==> src/rtl/pc_next_unit.sv <==
// pc_next_unit: registered PC with next-PC selection and a circular return-address stack.
// Optional PC_PERF_CNT_EN adds o_redirect_cnt counting non-sequential updates.
module pc_next_unit #(
    parameter int               WIDTH      = 32,
    parameter logic [WIDTH-1:0] INC        = WIDTH'(1),
    parameter logic [WIDTH-1:0] RESET_PC   = '0,
    parameter logic [WIDTH-1:0] EXC_VECTOR = WIDTH'(32'h0000_0040),
    parameter int               RAS_DEPTH  = 4
) (
    input  logic             i_clk,
    input  logic             i_rst,
    input  logic             i_pc_we,
    input  logic [1:0]       i_sel,
    input  logic [WIDTH-1:0] i_target,
    input  logic             i_call,
    input  logic             i_exc,
    output logic [WIDTH-1:0] o_pc,
    output logic [WIDTH-1:0] o_pc_plus,
    output logic             o_ras_empty,
    output logic             o_ras_full,
    output logic             o_ras_underflow
`ifdef PC_PERF_CNT_EN
    ,
    output logic [31:0]      o_redirect_cnt
`endif
);
    localparam int PW = $clog2(RAS_DEPTH);
    localparam int CW = PW + 1;
    logic [WIDTH-1:0] ras [RAS_DEPTH];
    logic [PW-1:0]    ptr;
    logic [CW-1:0]    cnt;
    logic [WIDTH-1:0] top;
    logic [WIDTH-1:0] pc_n;
    logic             do_call;
    logic             do_ret;
    // ptr is the next free slot; the top entry sits just below it
    assign top         = ras[ptr - 1'b1];
    assign o_pc_plus   = o_pc + INC;
    assign o_ras_empty = (cnt == '0);
    assign o_ras_full  = (cnt == CW'(RAS_DEPTH));
    assign do_call     = i_pc_we & i_call & ~i_exc;
    assign do_ret      = i_pc_we & ~i_exc & (i_sel == 2'b11);
    always_comb begin
        pc_n = i_exc ? EXC_VECTOR
             : (i_sel == 2'b00) ? o_pc_plus
             : (i_sel == 2'b11 && !o_ras_empty) ? top
             : i_target;
    end
    always_ff @(posedge i_clk) begin
        if (i_rst) begin
            o_pc            <= RESET_PC;
            ptr             <= '0;
            cnt             <= '0;
            o_ras_underflow <= 1'b0;
        end else begin
            o_ras_underflow <= do_ret & o_ras_empty;
            if (i_pc_we)
                o_pc <= pc_n;
            if (do_call && !(do_ret && !o_ras_empty)) begin
                ptr <= ptr + 1'b1;
                if (!o_ras_full)
                    cnt <= cnt + 1'b1;
            end else if (do_ret && !do_call && !o_ras_empty) begin
                ptr <= ptr - 1'b1;
                cnt <= cnt - 1'b1;
            end
        end
    end
    // a call+return on a non-empty stack replaces the entry it just consumed
    always_ff @(posedge i_clk) begin
        if (!i_rst && do_call)
            ras[(do_ret && !o_ras_empty) ? ptr - 1'b1 : ptr] <= o_pc_plus;
    end
`ifdef PC_PERF_CNT_EN
    always_ff @(posedge i_clk) begin
        if (i_rst)
            o_redirect_cnt <= '0;
        else if (i_pc_we && (i_exc || i_sel != 2'b00))
            o_redirect_cnt <= o_redirect_cnt + 32'd1;
    end
`endif
endmodule

==> config.mk <==
export PLATFORM = sky130hd
export DESIGN_NAME = pc_next_unit
export DESIGN_NICKNAME = d
export VERILOG_FILES = /design/src/rtl/pc_next_unit.sv
export SDC_FILE = /design/constraint.sdc
export NUM_CORES = 1
export LEC_CHECK = 0
export CAP_MARGIN = 15
export CORE_MARGIN = 5
export CORE_UTILIZATION = 55
export DETAILED_ROUTE_END_ITERATION = 8
export PLACE_DENSITY = 0.88
export SLEW_MARGIN = 40
export SYNTH_ARGS = -nofsm -noshare
export SYNTH_HDL_FRONTEND = slang
export SYNTH_SLANG_ARGS = --single-unit
==> constraint.sdc <==
create_clock -name i_clk -period 3.82 [get_ports i_clk]
set_input_delay 0.764 -clock i_clk [delete_from_list [all_inputs] [get_ports i_clk]]
set_output_delay 0.764 -clock i_clk [all_outputs]
set_load 0.02 [all_outputs]
==> qor.yml, run 1 <==
route:
  totalWireLength_um: 21900
  wl_per_cell_um: 23.7
  num_vias: 5998
  ant_nets: 0
  firstDrtPassIters: 5
  vias_per_cell: 6.50
  drt_iter0_drc: 938
  drcViolationCount: 0
cells_and_area:
  insertedDiodeCount: 0
  final_cells: 923
  drive_gt1_frac: 0.188
  num-fill-cells: 923
  multi_input_area_um2: 3000
  area_delta_synth_final_pct: 27.6
  regArea_um2: 4610
  final_area_um2: 9800
  final_net_count: 771
  utilization: 0.712
critical_path:
  cp_max_fo: 8
  reg2reg_slack_ps: 1380
  r2r_end: "ras[1][10]"
  cp.required_ps: 3060
  r2r_start: "ptr[1]"
  reg2regPathDepth: 5
  crit_type: "register to primary output"
  arrival_ps: 3010
  cp-start-kind: "register"
  cp-end-kind: "primary output"
sta:
  worstMarginPinSlew_ps: 777
  setup_slack_ps: 41.3
  setup_viol: 0
  slew_viol_final: 0
  fmax_mhz: 265
  finalCritPeriodShare: 0.989
  skew_ps: 9.02
  relSlewSlack: 0.482
  layout_min_cycle_time_ps: 3780
  tns_ps: 0
  whs_ps: 559
  hold_viol: 0
clock_tree:
  cts.htree.levels: 4
  clockBufferDepth: 2
  hold_buffers: 0
  cts_tree: "built"
  cts_sinks: 166
  insertion_delay_ps: 430
  clock-root-buffer: "clkbuf_16"
  cts_made_buffers: 17
  clkTransAtPathRegs_ps: 60
place:
  pre_cts_slack_ps: 136
  dp_cells: 888
  place_area_um2: 9070
  dpl.hpwl_um: 14200
  gp_congestion: 0.943
  io_buffers: 105
synth:
  yosysUniqueCellTypes: 63
  async_flop_share: 0
  synth_top_cell_by_area: "edfxtp_1"
  yosys_warnings: 0
  synth_nets: 656
  ys_ff_latch: 166
  ys_seq_area_frac: 0.600
  synth-edff-count: 128
  ys.flop_type: "edfxtp_1"
  synthesis.area_um2: 7680
  synth_cells: 615
  synth_top_area_frac: 0.500
  avgSynthCellArea_um2: 12.5
  synth_area_leaders: "edfxtp_1 (50%), dfxtp_1 (9.9%), mux4_2 (9.4%)"
worst_hold_path:
  hp-class: "register to register"
  worstHoldPathCells: 2
  hold_start: "o_pc[3]"
  min_to: "o_pc[3]"
floorplan:
  start_util: 0.558
  die_x_um: 128
  coreArea_um2: 13800
  dieArea_um2: 16400
  die_y_um: 128
  rows: 43
  num_io_pins: 106
pwr:
  total_power_mw: 4.20
  peakVddDrop_uv: 385
  power_per_cell_area_nw_per_um2: 429
  p_leak_nw: 3.46
job:
  maxCapViolCount: 0
grt:
  grt_usage: 0.268
  grt_pass1_vias: 5943
  antenna_found_initial: 0
  grt_pass1_wl_um: 33400
  grt_overflow_total: 0
  grt_max_degree: 38
outcome:
  status: "completed"
==> registers in the layout, summed over array words and instances, names as in the netlist <==
register	count
o_pc	32
ras	128
ptr	2
cnt	3
o_ras_underflow	1
==> cells by family (layout without fill, tap and decap cells) <==
family | after synthesis | count (layout) | share of synthesized area
AOI/OAI and AO/OA | 120 | 120 | 0.0995
xor gates and xnor gates | 27 | 27 | 0.0308
adders and majority gates | 2 | 2 | 0.00326
buffers and inverters | 56 | 184 | 0.0308
DFF | 166 | 166 | 0.600
muxes | 35 | 35 | 0.0981
and+or+nand+nor | 209 | 209 | 0.138
==> cell usage after synthesis, types with 5 or more instances <==
library cell / instances
edfxtp_1: 128
nand2_1: 72
dfxtp_1: 38
a21oi_1: 35
mux4_2: 32
nor2_1: 30
o21ai_0: 29
clkbuf_1: 26
nor3_1: 21
xnor2_1: 20
nand3_1: 18
nand4_1: 10
or3_1: 10
buf_2: 9
inv_1: 9
nor4_1: 9
a21o_1: 7
a31oi_1: 7
buf_1: 7
xor2_1: 7
and3_1: 6
o31ai_1: 6
or4_1: 6
and4_1: 5
or2_2: 5
==> layout by cell type (no fill, tap or decap), drive strengths merged, types with 5 or more instances in the layout <==
| cell | count |
|---|---|
| dlygate4sd2 | 5 |
| xnor2 | 20 |
| nand4 | 13 |
| clkbuf | 25 |
| or4 | 7 |
| edfxtp | 128 |
| inv | 10 |
| nor2 | 30 |
| a21oi | 35 |
| mux4 | 32 |
| xor2 | 7 |
| nor4 | 9 |
| buf | 38 |
| nand3 | 18 |
| a31oi | 7 |
| nor3 | 21 |
| and3 | 6 |
| dfxtp | 38 |
| or3 | 11 |
| clkdlybuf4s50 | 95 |
| and4 | 5 |
| nand2 | 72 |
| o31ai | 6 |
| or2 | 5 |
| a21o | 7 |
| o21ai | 29 |
==> metal layers <==
layer  track usage  vias to the layer above  share of wire
met3        0.0825                       55           0.12
li1              -                     2591              -
met1         0.355                     2912           0.37
met5             0                        -              0
met2         0.426                      440           0.48
met4        0.0911                        0          0.023
==> how the worst max path moves through the flow <==
stage | slack, ps | depth (start not counted) | end | from
6_report | 40 | 6 | o_pc_plus[14] | o_pc[1]
5_1_grt | -50 | 6 | o_pc_plus[14] | o_pc[1]
4_1_cts | 0.6 | 6 | o_pc_plus[12] | o_pc[1]
3_5_place_dp | 140 | 6 | o_pc_plus[31] | o_pc[3]
3_3_place_gp | 290 | 6 | o_pc_plus[31] | o_pc[15]
2_1_floorplan | 290 | 4 | ras[0][0] | i_pc_we
==> cell type report <==
type | count | share of cell area
flip-flops and latches | 166 | 0.470
multi-input cells | 393 | 0.306
repair buffers | 143 | 0.138
clock buffers | 24 | 0.0493
well taps | 180 | 0.0230
clock inverters | 8 | 0.00983
inverters | 9 | 0.00345
==> worst max-delay path, stage by stage, from the launching register on <==
cell,delay (ps)
dfxtp_1,450
ha_2,300
nand3_1,120
buf_4,190
nor4_2,400
xor2_1,430
clkdlybuf4s50_1,700
==> timing repair <==
item / CTS / global route
setup buffers: 2 / 1
gates cloned: 0 / 0
endpoints found under the setup margin: 15 / 12
pin swaps: 2 / 1
gates resized for setup: 17 / 18
==> where the power goes <==
group | switching [mW] | leakage (nW) | internal, mW
Clock | 0.681 | 0.281 | 1.02
Combinational | 0.255 | 1.68 | 0.214
Sequential | 0.0559 | 1.49 | 1.98
Total | 0.992 | 3.46 | 3.21
(Power assumes the default switching activity.)
==> run 2: changes to the inputs <==
Settings changed: CORE_MARGIN 5 to 1, GPL_TIMING_DRIVEN set to 0.
==> run 2 against run 1 <==
  * Core utilization is 1.4 points higher
  * Non-clock buffer count increased by 12
  * Setup slack better by 3.9 ps
  * Largest cell class unchanged
  * Highest routed layer unchanged
  * Combinational power is 2% higher
==> qor.yml, run 2 (synthesis results as in run 1) <==
grt:
  grt_pass1_vias: 6026  # +1.4%
  grt_pass1_wl_um: 33600  # +0.58%
  grt_usage: 0.319  # +0.0505
  grt_max_degree: 33  # -13%
  antenna_found_initial: 0  # unchanged
  grt_overflow_total: 0  # unchanged
place:
  dpl.hpwl_um: 14500  # +2.5%
  io_buffers: 101  # -3.8%
  dp_cells: 894  # +0.68%
  gp_congestion: 0.954  # +1.2%
floorplan:
  rows: 42  # -2.3%
  num_io_pins: 106  # unchanged
  die_y_um: 120  # -6.2%
  coreArea_um2: 13500  # -2.3%
  start_util: 0.571  # +0.0133
  die_x_um: 120  # -6.2%
  dieArea_um2: 14400  # -12%
cells_and_area:
  final_net_count: 783  # +1.6%
  largest_reg_flops: 128  # unchanged
  insertedDiodeCount: 0  # unchanged
  largest_registers: "ras: 128 flops, o_pc: 32 flops, cnt: 3 flops"
  top_register: "ras"
  area_delta_synth_final_pct: 27.2
  final_common_cell: "edfxtp_1"
  drive_gt1_frac: 0.172  # -0.0162
  final_cells: 931  # +0.87%
  layout_common_cells: "edfxtp_1 (128), clkdlybuf4s50_1 (87), nand2_1 (72)"
sta:
  setup_viol: 0  # unchanged
  worstMarginPinSlew_ps: 951  # +174 ps
  fmax_mhz: 265  # +0.10%
  whs_ps: 575  # +16.0 ps
  relSlewSlack: 0.363  # -0.118
  slew_viol_final: 0  # unchanged
  layout_min_cycle_time_ps: 3770  # -3.93 ps
  rsz0062_at_grt: "true"
  finalCritPeriodShare: 0.988  # -0.00103
  skew_ps: 7.48  # -1.54 ps
  hold_viol: 0  # unchanged
clock_tree:
  cts_made_buffers: 17  # unchanged
  clock-root-buffer: "clkbuf_16"
  insertion_delay_ps: 440  # about the same
  cts_sinks: 166  # unchanged
  cts.htree.levels: 4  # unchanged
  clockBufferDepth: 2  # unchanged
  cts_tree: "built"
  clkTransAtPathRegs_ps: 60  # about the same
route:
  firstDrtPassIters: 5  # unchanged
  drcViolationCount: 0  # unchanged
  ant_nets: 0  # unchanged
  totalWireLength_um: 22600  # +3.1%
  drt_iter0_drc: 1087  # +16%
  vias_per_cell: 6.69  # +2.9%
  wl_per_cell_um: 24.2  # +2.2%
  num_vias: 6224  # +3.8%
pwr:
  p_switching_uw: 999  # +0.75%
  comb_power_share: 0.113  # +0.002
  power_per_cell_area_nw_per_um2: 432  # +0.81%
  seqPwrFrac: 0.480  # -0.005
  p_leak_nw: 3.42  # -0.91%
  sw_frac_of_total: 0.237  # +0.000700
  intPower_mw: 3.22  # +0.36%
  peakVddDrop_uv: 291  # -24%
  pwr-share-clk: 0.407  # +0.003
critical_path:
  cp_max_fo: 8  # unchanged
  cpPeakStageDelay_ps: 710  # about the same
  arrival_ps: 3010  # about the same
  crit_type: "register to primary output"
  cp-start-kind: "register"
  cp.required_ps: 3060  # about the same
  reg2reg_slack_ps: 490  # -890 ps
  r2r_end: "ras[1][3]"
  r2r_start: "ptr[1]"
  slowest_stage: "or4_1"
  cp-end-kind: "primary output"
  reg2regPathDepth: 6  # +1
  path_cells: "buf_2 -> nand4_2 -> or4_1 -> o31a_1 -> or2_2 -> dlygate4sd2_1"
outcome:
  status: "completed"
worst_hold_path:
  min_to: "o_pc[27]"
  hold_start: "o_pc[27]"
  worstHoldPathCells: 2  # unchanged
  hp-class: "register to register"
job:
  maxCapViolCount: 0  # unchanged
==> run 2: changes by cell type in the layout (fill, tap and decap cells not counted), sizes merged <==
| cell | before | now |
|---|---|---|
| buf | 38 | 25 |
| bufinv | 2 | 3 |
| clkbuf | 25 | 54 |
| clkdlybuf4s15 | 0 | 2 |
| clkdlybuf4s50 | 95 | 87 |
| clkinv | 4 | 7 |
| clkinvlp | 1 | 0 |
| dlygate4sd1 | 0 | 1 |
| dlymetal6s2s | 4 | 3 |
| inv | 10 | 9 |
==> run 2: worst max path at each step <==
stage                     cells past startpoint       endpoint     from
final                                         6  o_pc_plus[27]  o_pc[2]
after detailed placement                      8  o_pc_plus[20]  o_pc[0]
after CTS                                     6  o_pc_plus[22]  o_pc[1]
after global placement                        4     ras[0][29]  i_pc_we
after global routing                          7  o_pc_plus[17]  o_pc[3]
after floorplan                               4      ras[0][0]  i_pc_we
==> run 2: area by class of cell <==
class                      count  area, um2
sequential                   166       4610
fill                         887       3690
multi-input combinational    393       3050
timing repair buffer         108       1060
clock buffer                  22        454
tap                          176        220
buffer                        47        204
clock inverter                10        129
inverter                       9       33.8
==> run 2: power by group through the flow <==
stage          clock [mW]  sequential [mW]  combinational (mW)
2_1_floorplan           0             2.07               0.231
3_3_place_gp            0             2.06               0.440
3_5_place_dp            0             2.06               0.454
4_1_cts              1.71             2.02               0.459
5_1_grt              1.79             2.03               0.499
6_report             1.72             2.03               0.476
==> run 2: per-stage QoR <==
stage	power, mW	worst slack [ps]	instance area [um2]	utilization	TNS [ps]
4_1_cts	4.19	-79.6	9660	0.718	-148
3_3_place_gp	2.50	-1580	8910	0.662	-135040
3_5_place_dp	2.51	-251	8970	0.667	-877
2_1_floorplan	2.30	290	7680	-	0
5_1_grt	4.32	-25.2	9770	0.726	-51.6
6_report	4.22	45.2	9770	0.726	0
==> run 2: metal layers <==
layer / vias up / global-route usage / part of all wire
li1: 2619 / - / -
met1: 2960 / 0.420 / 0.36
met2: 531 / 0.497 / 0.47
met3: 114 / 0.0837 / 0.13
met4: 0 / 0.142 / 0.042
met5: - / 0 / 0
==> run 2: worst max-delay path: cells and delay by family, from the launching register on <==
| kind | cells | cell delay [ps] |
|---|---|---|
| simple gates | 3 | 1280 |
| buf+inv | 2 | 570 |
| flops | 1 | 360 |
| compound gates | 1 | 350 |
==> run 2: timing repair <==
item                                    CTS  global route
hold buffers                              0             0
resized for setup                        30            25
pin swaps                                 0             2
setup buffers                             2             3
endpoints found under the setup margin   19            17
==> run 3: changes to the inputs <==
Settings changed: CTS_CLUSTER_SIZE set to 40.
==> results of run 3 <==
The final DEF is identical to that of run 2; final timing and power are the same.
